`src/rtl/max7219_rx.sv`:
```
// ---------------------------------------------------------------------------
// max7219_rx
//
// Receive-side model of the MAX7219 serial interface. DIN, CS and CLK are
// sampled asynchronously in the CLK_IN domain, 16-bit command frames are
// decoded, and a shadow copy of the MAX7219 register file is kept so the
// display state can be observed next to a driver (loopback checking).
//
// Optional feature: define MAX7219_CODEB_EN to add the segs output, which
// applies Code-B font decoding to every digit whose decode-mode bit is set.
//
// Parameters:
//   SYNC_STAGES  synchronizer depth on DIN/CS/CLK (must be 2 or more)
//
// Ports:
//   CLK_IN      system clock (at least 4x the serial clock)
//   RST         asynchronous active-low reset
//   DIN         serial data, MSB first
//   CS          frame select / load, active low
//   CLK         serial clock, data taken on its rising edge
//   digits      digit registers, digit n in bits [8n+7:8n] (address n+1)
//   decode      decode-mode register (address 0x9)
//   intensity   intensity register (address 0xA)
//   scan_limit  scan-limit register (address 0xB)
//   normal_op   shutdown register bit0 (address 0xC), 0 = shutdown
//   disp_test   display-test register bit0 (address 0xF)
//   wr_stb      one-cycle pulse per accepted frame
//   wr_addr     address of the last accepted frame
//   wr_data     data of the last accepted frame
//   frame_err   one-cycle pulse when a frame is rejected (too few bits)
//   segs        (MAX7219_CODEB_EN only) segment patterns {DP,A..G} per digit
// ---------------------------------------------------------------------------
module max7219_rx #(
    parameter int SYNC_STAGES = 2
) (
    input  logic        CLK_IN,
    input  logic        RST,
    input  logic        DIN,
    input  logic        CS,
    input  logic        CLK,
    output logic [63:0] digits,
    output logic [7:0]  decode,
    output logic [3:0]  intensity,
    output logic [2:0]  scan_limit,
    output logic        normal_op,
    output logic        disp_test,
    output logic        wr_stb,
    output logic [3:0]  wr_addr,
    output logic [7:0]  wr_data,
    output logic        frame_err
`ifdef MAX7219_CODEB_EN
    ,
    output logic [63:0] segs
`endif
);

    // Synchronizer chains; index SYNC_STAGES-1 is the stable, synchronized value.
    logic [SYNC_STAGES-1:0] din_sync_q, din_sync_d;
    logic [SYNC_STAGES-1:0] cs_sync_q,  cs_sync_d;
    logic [SYNC_STAGES-1:0] clk_sync_q, clk_sync_d;

    logic cs_prev_q,  cs_prev_d;
    logic clk_prev_q, clk_prev_d;

    // Registered event flags; din_ev_q holds DIN as seen at the CLK rise.
    logic cs_rise_ev_q,  cs_rise_ev_d;
    logic cs_fall_ev_q,  cs_fall_ev_d;
    logic clk_rise_ev_q, clk_rise_ev_d;
    logic din_ev_q,      din_ev_d;

    // Only the low 12 bits of the last 16 shifted bits are meaningful (the
    // top nibble of a MAX7219 frame is don't-care), so only those are kept.
    logic [11:0] frame_sr_q, frame_sr_d;
    logic [4:0]  bit_cnt_q,  bit_cnt_d;

    logic [63:0] digits_q,     digits_d;
    logic [7:0]  decode_q,     decode_d;
    logic [3:0]  intensity_q,  intensity_d;
    logic [2:0]  scan_limit_q, scan_limit_d;
    logic        normal_op_q,  normal_op_d;
    logic        disp_test_q,  disp_test_d;
    logic        wr_stb_q,     wr_stb_d;
    logic [3:0]  wr_addr_q,    wr_addr_d;
    logic [7:0]  wr_data_q,    wr_data_d;

    logic       din_s, cs_s, clk_s;
    logic       accept;
    logic [3:0] frame_addr;
    logic [7:0] frame_data;
    logic [5:0] digit_base;

    assign din_s = din_sync_q[SYNC_STAGES-1];
    assign cs_s  = cs_sync_q[SYNC_STAGES-1];
    assign clk_s = clk_sync_q[SYNC_STAGES-1];

    // Synchronizers and edge detection. A CLK rise is only an event while CS
    // is low, which also makes a coincident CS rise win over a CLK rise.
    always_comb begin
        din_sync_d    = {din_sync_q[SYNC_STAGES-2:0], DIN};
        cs_sync_d     = {cs_sync_q[SYNC_STAGES-2:0],  CS};
        clk_sync_d    = {clk_sync_q[SYNC_STAGES-2:0], CLK};
        cs_prev_d     = cs_s;
        clk_prev_d    = clk_s;
        cs_rise_ev_d  = cs_s & ~cs_prev_q;
        cs_fall_ev_d  = ~cs_s & cs_prev_q;
        clk_rise_ev_d = clk_s & ~clk_prev_q & ~cs_s;
        din_ev_d      = din_s;
    end

    // Shift register and saturating bit counter. A CS fall takes priority
    // over a simultaneous CLK rise: the counter restarts and nothing shifts.
    always_comb begin
        frame_sr_d = frame_sr_q;
        bit_cnt_d  = bit_cnt_q;
        if (cs_fall_ev_q) begin
            bit_cnt_d = '0;
        end else if (clk_rise_ev_q) begin
            frame_sr_d = {frame_sr_q[10:0], din_ev_q};
            if (bit_cnt_q != 5'd31) begin
                bit_cnt_d = bit_cnt_q + 5'd1;
            end
        end
    end

    // Latch cycle: a frame is good when at least 16 bits were clocked in.
    assign accept     = cs_rise_ev_q & bit_cnt_q[4];
    assign frame_err  = cs_rise_ev_q & ~bit_cnt_q[4];
    assign frame_addr = frame_sr_q[11:8];
    assign frame_data = frame_sr_q[7:0];
    // Addresses 1..8 map to byte offsets 0..56; the 3-bit wrap turns 8 into 7.
    assign digit_base = {3'(frame_addr[2:0] - 3'd1), 3'b000};

    // Register file update on an accepted frame.
    always_comb begin
        digits_d     = digits_q;
        decode_d     = decode_q;
        intensity_d  = intensity_q;
        scan_limit_d = scan_limit_q;
        normal_op_d  = normal_op_q;
        disp_test_d  = disp_test_q;
        wr_stb_d     = accept;
        wr_addr_d    = wr_addr_q;
        wr_data_d    = wr_data_q;
        if (accept) begin
            wr_addr_d = frame_addr;
            wr_data_d = frame_data;
            case (frame_addr)
                4'h1, 4'h2, 4'h3, 4'h4,
                4'h5, 4'h6, 4'h7, 4'h8: digits_d[digit_base +: 8] = frame_data;
                4'h9:    decode_d     = frame_data;
                4'hA:    intensity_d  = frame_data[3:0];
                4'hB:    scan_limit_d = frame_data[2:0];
                4'hC:    normal_op_d  = frame_data[0];
                4'hF:    disp_test_d  = frame_data[0];
                default: ;
            endcase
        end
    end

    // State registers. Synchronizers reset to the idle line state (CS high).
    always_ff @(posedge CLK_IN or negedge RST) begin
        if (!RST) begin
            din_sync_q    <= '0;
            cs_sync_q     <= '1;
            clk_sync_q    <= '0;
            cs_prev_q     <= 1'b1;
            clk_prev_q    <= 1'b0;
            cs_rise_ev_q  <= 1'b0;
            cs_fall_ev_q  <= 1'b0;
            clk_rise_ev_q <= 1'b0;
            din_ev_q      <= 1'b0;
            frame_sr_q    <= '0;
            bit_cnt_q     <= '0;
            digits_q      <= '0;
            decode_q      <= '0;
            intensity_q   <= '0;
            scan_limit_q  <= '0;
            normal_op_q   <= 1'b0;
            disp_test_q   <= 1'b0;
            wr_stb_q      <= 1'b0;
            wr_addr_q     <= '0;
            wr_data_q     <= '0;
        end else begin
            din_sync_q    <= din_sync_d;
            cs_sync_q     <= cs_sync_d;
            clk_sync_q    <= clk_sync_d;
            cs_prev_q     <= cs_prev_d;
            clk_prev_q    <= clk_prev_d;
            cs_rise_ev_q  <= cs_rise_ev_d;
            cs_fall_ev_q  <= cs_fall_ev_d;
            clk_rise_ev_q <= clk_rise_ev_d;
            din_ev_q      <= din_ev_d;
            frame_sr_q    <= frame_sr_d;
            bit_cnt_q     <= bit_cnt_d;
            digits_q      <= digits_d;
            decode_q      <= decode_d;
            intensity_q   <= intensity_d;
            scan_limit_q  <= scan_limit_d;
            normal_op_q   <= normal_op_d;
            disp_test_q   <= disp_test_d;
            wr_stb_q      <= wr_stb_d;
            wr_addr_q     <= wr_addr_d;
            wr_data_q     <= wr_data_d;
        end
    end

    assign digits     = digits_q;
    assign decode     = decode_q;
    assign intensity  = intensity_q;
    assign scan_limit = scan_limit_q;
    assign normal_op  = normal_op_q;
    assign disp_test  = disp_test_q;
    assign wr_stb     = wr_stb_q;
    assign wr_addr    = wr_addr_q;
    assign wr_data    = wr_data_q;

`ifdef MAX7219_CODEB_EN
    // Code-B font, segment order {A,B,C,D,E,F,G}.
    function automatic logic [6:0] codeb_font(input logic [3:0] code);
        logic [6:0] pat;
        case (code)
            4'h0: pat = 7'h7E;
            4'h1: pat = 7'h30;
            4'h2: pat = 7'h6D;
            4'h3: pat = 7'h79;
            4'h4: pat = 7'h33;
            4'h5: pat = 7'h5B;
            4'h6: pat = 7'h5F;
            4'h7: pat = 7'h70;
            4'h8: pat = 7'h7F;
            4'h9: pat = 7'h7B;
            4'hA: pat = 7'h01;
            4'hB: pat = 7'h4F;
            4'hC: pat = 7'h37;
            4'hD: pat = 7'h0E;
            4'hE: pat = 7'h67;
            default: pat = 7'h00;
        endcase
        return pat;
    endfunction

    // Per-digit segment output; bit7 of the digit register is always DP.
    always_comb begin
        segs = '0;
        for (int n = 0; n < 8; n++) begin
            if (decode_q[n]) begin
                segs[8*n +: 8] = {digits_q[8*n+7], codeb_font(digits_q[8*n +: 4])};
            end else begin
                segs[8*n +: 8] = digits_q[8*n +: 8];
            end
        end
    end
`endif

endmodule

```
`config.mk`:
```
export PLATFORM = sky130hd
export DESIGN_NAME = max7219_rx
export DESIGN_NICKNAME = d
export VERILOG_FILES = /design/src/rtl/max7219_rx.sv
export SDC_FILE = /design/constraint.sdc
export NUM_CORES = 1
export LEC_CHECK = 0
export BUFFER_PORTS_ARGS = -buffer_cell sky130_fd_sc_hd__buf_2
export CAP_MARGIN = 0
export CORE_ASPECT_RATIO = 1.75
export CORE_MARGIN = 2
export CORE_UTILIZATION = 54
export DETAILED_ROUTE_END_ITERATION = 8
export GPL_ROUTABILITY_DRIVEN = 0
export PLACE_DENSITY = 0.79
export SLEW_MARGIN = 30
export SYNTH_ARGS = -nofsm -noshare
export SYNTH_HDL_FRONTEND = slang
export SYNTH_SLANG_ARGS = --single-unit
```
`constraint.sdc`:
```
create_clock -name CLK_IN -period 3.23 [get_ports CLK_IN]
set_input_delay 0.646 -clock CLK_IN [delete_from_list [all_inputs] [get_ports CLK_IN]]
set_output_delay 0.646 -clock CLK_IN [all_outputs]
set_load 0.005 [all_outputs]
```
==> results.ini <==
[synthesis]
yosys.area_share.simple_pct = 10.7
synth_top_cell_by_area = dfrtp_1
synth-compound-area-share_pct = 1.05
ys_types = 31
synth_nets = 368
synth-main-ff-cell = dfrtp_1
yosysWarningCount = 0
syn_inst = 352
synthAdderAreaFrac_pct = 2.76
synth_area_sq_um = 4990
synth_edf_count = 0
syn_avg_cell_area_sq_um = 14.2
synthMuxAreaShare_pct = 20.9
synth_area_leaders = dfrtp_1 60%, mux2_2 20%, and2_1 2.9%
synth_top_family_by_area = multiplexers
synthTopCellsByCount = 120 x dfrtp_1, 90 x mux2_2, 37 x nand2_1
synth_xor_area_share_pct = 1.03
seq_area_frac_synth_pct = 61.8
synth-seq-cells = 123
async_flop_share_pct = 100
synth_top_area_share_pct = 60.2
synth_most_common_cell = dfrtp_1

[timing]
setup_viol = 0
post-route-period-util_pct = 85.5
finalWorstSetupSlack_ns = 0.467
hold_viol_final = 0
maxSlewViolCount = 0
slew_headroom_pct = 48.9
clock_skew_ns = 0.00718
grt_setup_unrepaired = false
whs_ns = 0.294
fmax_ghz = 0.362
finalSetupTns_ns = 0
worst_pin_slew_ns = 0.764
finalCriticalPeriod_ns = 2.76

[global_route]
overflow = 0
antenna_found_initial = 0
grt_pass1_vias = 3286
grt_pass1_wl_microns = 17200
grt_max_degree = 57
grt_usage_pct = 22.4

[power]
pwr-share-seq_pct = 47.8
p_sw_share_pct = 22.2
combPwrFrac_pct = 3.5
fin_total_pwr_mw = 3.49
cellPowerDensity_nw_per_um2 = 571
clkPwrFrac_pct = 48.7
leakagePower_nw = 3.41
internal-power_mw = 2.72
switching_power_mw = 0.776
max-vdd-ir-drop_v = 0.000702

[drt]
num_vias = 3086
wirelength_microns = 10400
firstDrtPassIters = 5
drc = 0
drt_iter0_markers = 83
routedWlPerCell_microns = 17.7
viasPerCell = 5.27
drtAntennaViolNets = 0

[floorplanning]
std_cell_rows = 46
start_util_pct = 55.2
dieHeight_microns = 131
fp.coreArea_sq_um = 9040
die_area_sq_um = 10100
boundaryPins = 100
die_x_microns = 76.7

[worst_setup_path]
crit_buf_inv = 1
rrSetupSlack_ns = 0.47
cp_top_family = adder cells
crit_path_top_delay_cell = dfrtp_1
crit_top_cell = ha_1
max_stage_delay_ns = 0.55
crit_required_ns = 3.52
crit_fanout = 10
path_cells = inv_1 -> ha_1 -> xnor2_2 -> ha_1 -> nand4bb_1 -> mux2_2
timing.rr.end = digits[4]
worst_setup_path_start_kind = flop
critPathKind = flop to flop
regToRegStartpoint = frame_sr_q[8]
critPathArrivalTime_ns = 3.05
reg2reg_depth = 6
end_kind = flop

[cells_and_area]
finalNonFillerCells = 586
final_core_util_pct = 67.7
nets = 473
syn_to_final_growth_pct = 22.6
fin_area_sq_um = 6110
antenna_cells = 0
drive_gt1_share_pct = 48.5

[cts]
tritoncts = built
ctsHoldBuffers = 0
clockBufferDepth = 2
clkLatencyLatePin_ns = 0.41
post_cts_buffers = 0
clock_sink_count = 123
cts-root-buf = clkbuf_16
path_clk_slew_ns = 0.05
htreeDepth = 4
cts-resized-gates = 0
numCtsBuffers = 17

[job]
maxCapViolCount = 0

[placement]
pre_cts_ws_ns = 0.473
dp_hpwl_microns = 7170
place_area_sq_um = 5590
place_inst = 558
port_buffers = 99

[worst_hold_path]
hold_path_class = primary input to asynchronous set/reset pin

[run_status]
status = complete, no violations

how the worst max path moves through the flow:
stage	from	end	slack (ns)	cells past startpoint
global route	frame_sr_q[8]	digits[4]	0.27	6
CTS	frame_sr_q[8]	digits[4]	0.47	6
floorplan	frame_sr_q[8]	digits[48]	0.81	8
global placement	frame_sr_q[8]	digits[51]	0.64	6
detailed placement	frame_sr_q[8]	digits[2]	0.47	6
finish	frame_sr_q[8]	digits[4]	0.47	6
power groups by stage:
stage | Sequential [mW] | Combinational, mW | Clock [mW]
after floorplan | 1.62 | 0.103 | 0
after global placement | 1.70 | 0.117 | 0
after detailed placement | 1.70 | 0.125 | 0
after CTS | 1.67 | 0.126 | 1.73
after global routing | 1.68 | 0.142 | 1.80
final | 1.67 | 0.121 | 1.70
routing by layer:
layer	wire length (microns)	GRT usage, %	vias to the layer above
met2	5740	39.4	89
met1	4000	24.9	1567
met5	0	0	-
met4	231	9.70	0
met3	421	6.80	19
li1	-	-	1411
cell type report:
class                           instances  area [sq um]
Inverter                                4          15.0
Clock inverter                          3          40.0
Timing Repair Buffer                  101           526
Clock buffer                           25           485
Multi-Input combinational cell        210          1820
Sequential cell                       123          3080
Fill cell                             661          2920
Tap cell                              120           150
state kept, by name (all words and copies together) (netlist names), 2 cells and up:
signal	flops
decode	8
clk_sync_q	2
wr_data	8
cs_sync_q	2
intensity	4
bit_cnt_q	5
digits	64
din_sync_q	2
scan_limit	3
frame_sr_q	12
wr_addr	4
cell families after synthesis:
group,count (synthesis)
muxes,93
and+or+nand+nor,95
DFF,123
buffers and inverters,19
AOI/OAI and AO/OA,6
xor gates and xnor gates,5
adders and majority gates,11
cells in the final DEF, fill, tap and decap left out, types with 2 or more instances in the layout:
master       n
and2_1      23
and3_1       2
and4b_1      2
buf_2       98
buf_4        2
clkbuf_1     5
clkbuf_16   17
clkbuf_8     3
clkinv_2     2
dfrtp_1    120
dfstp_2      3
ha_1        11
inv_1        4
mux2_2      90
mux2i_1      3
nand2_1     37
nand2b_1     2
nand4_1      3
nand4_2      4
nor2_1       8
nor2b_1      6
nor3b_1      2
o21ai_0      5
xnor2_1      2
xor2_1       2
No activity file was read; power rests on OpenSTA's default activity.
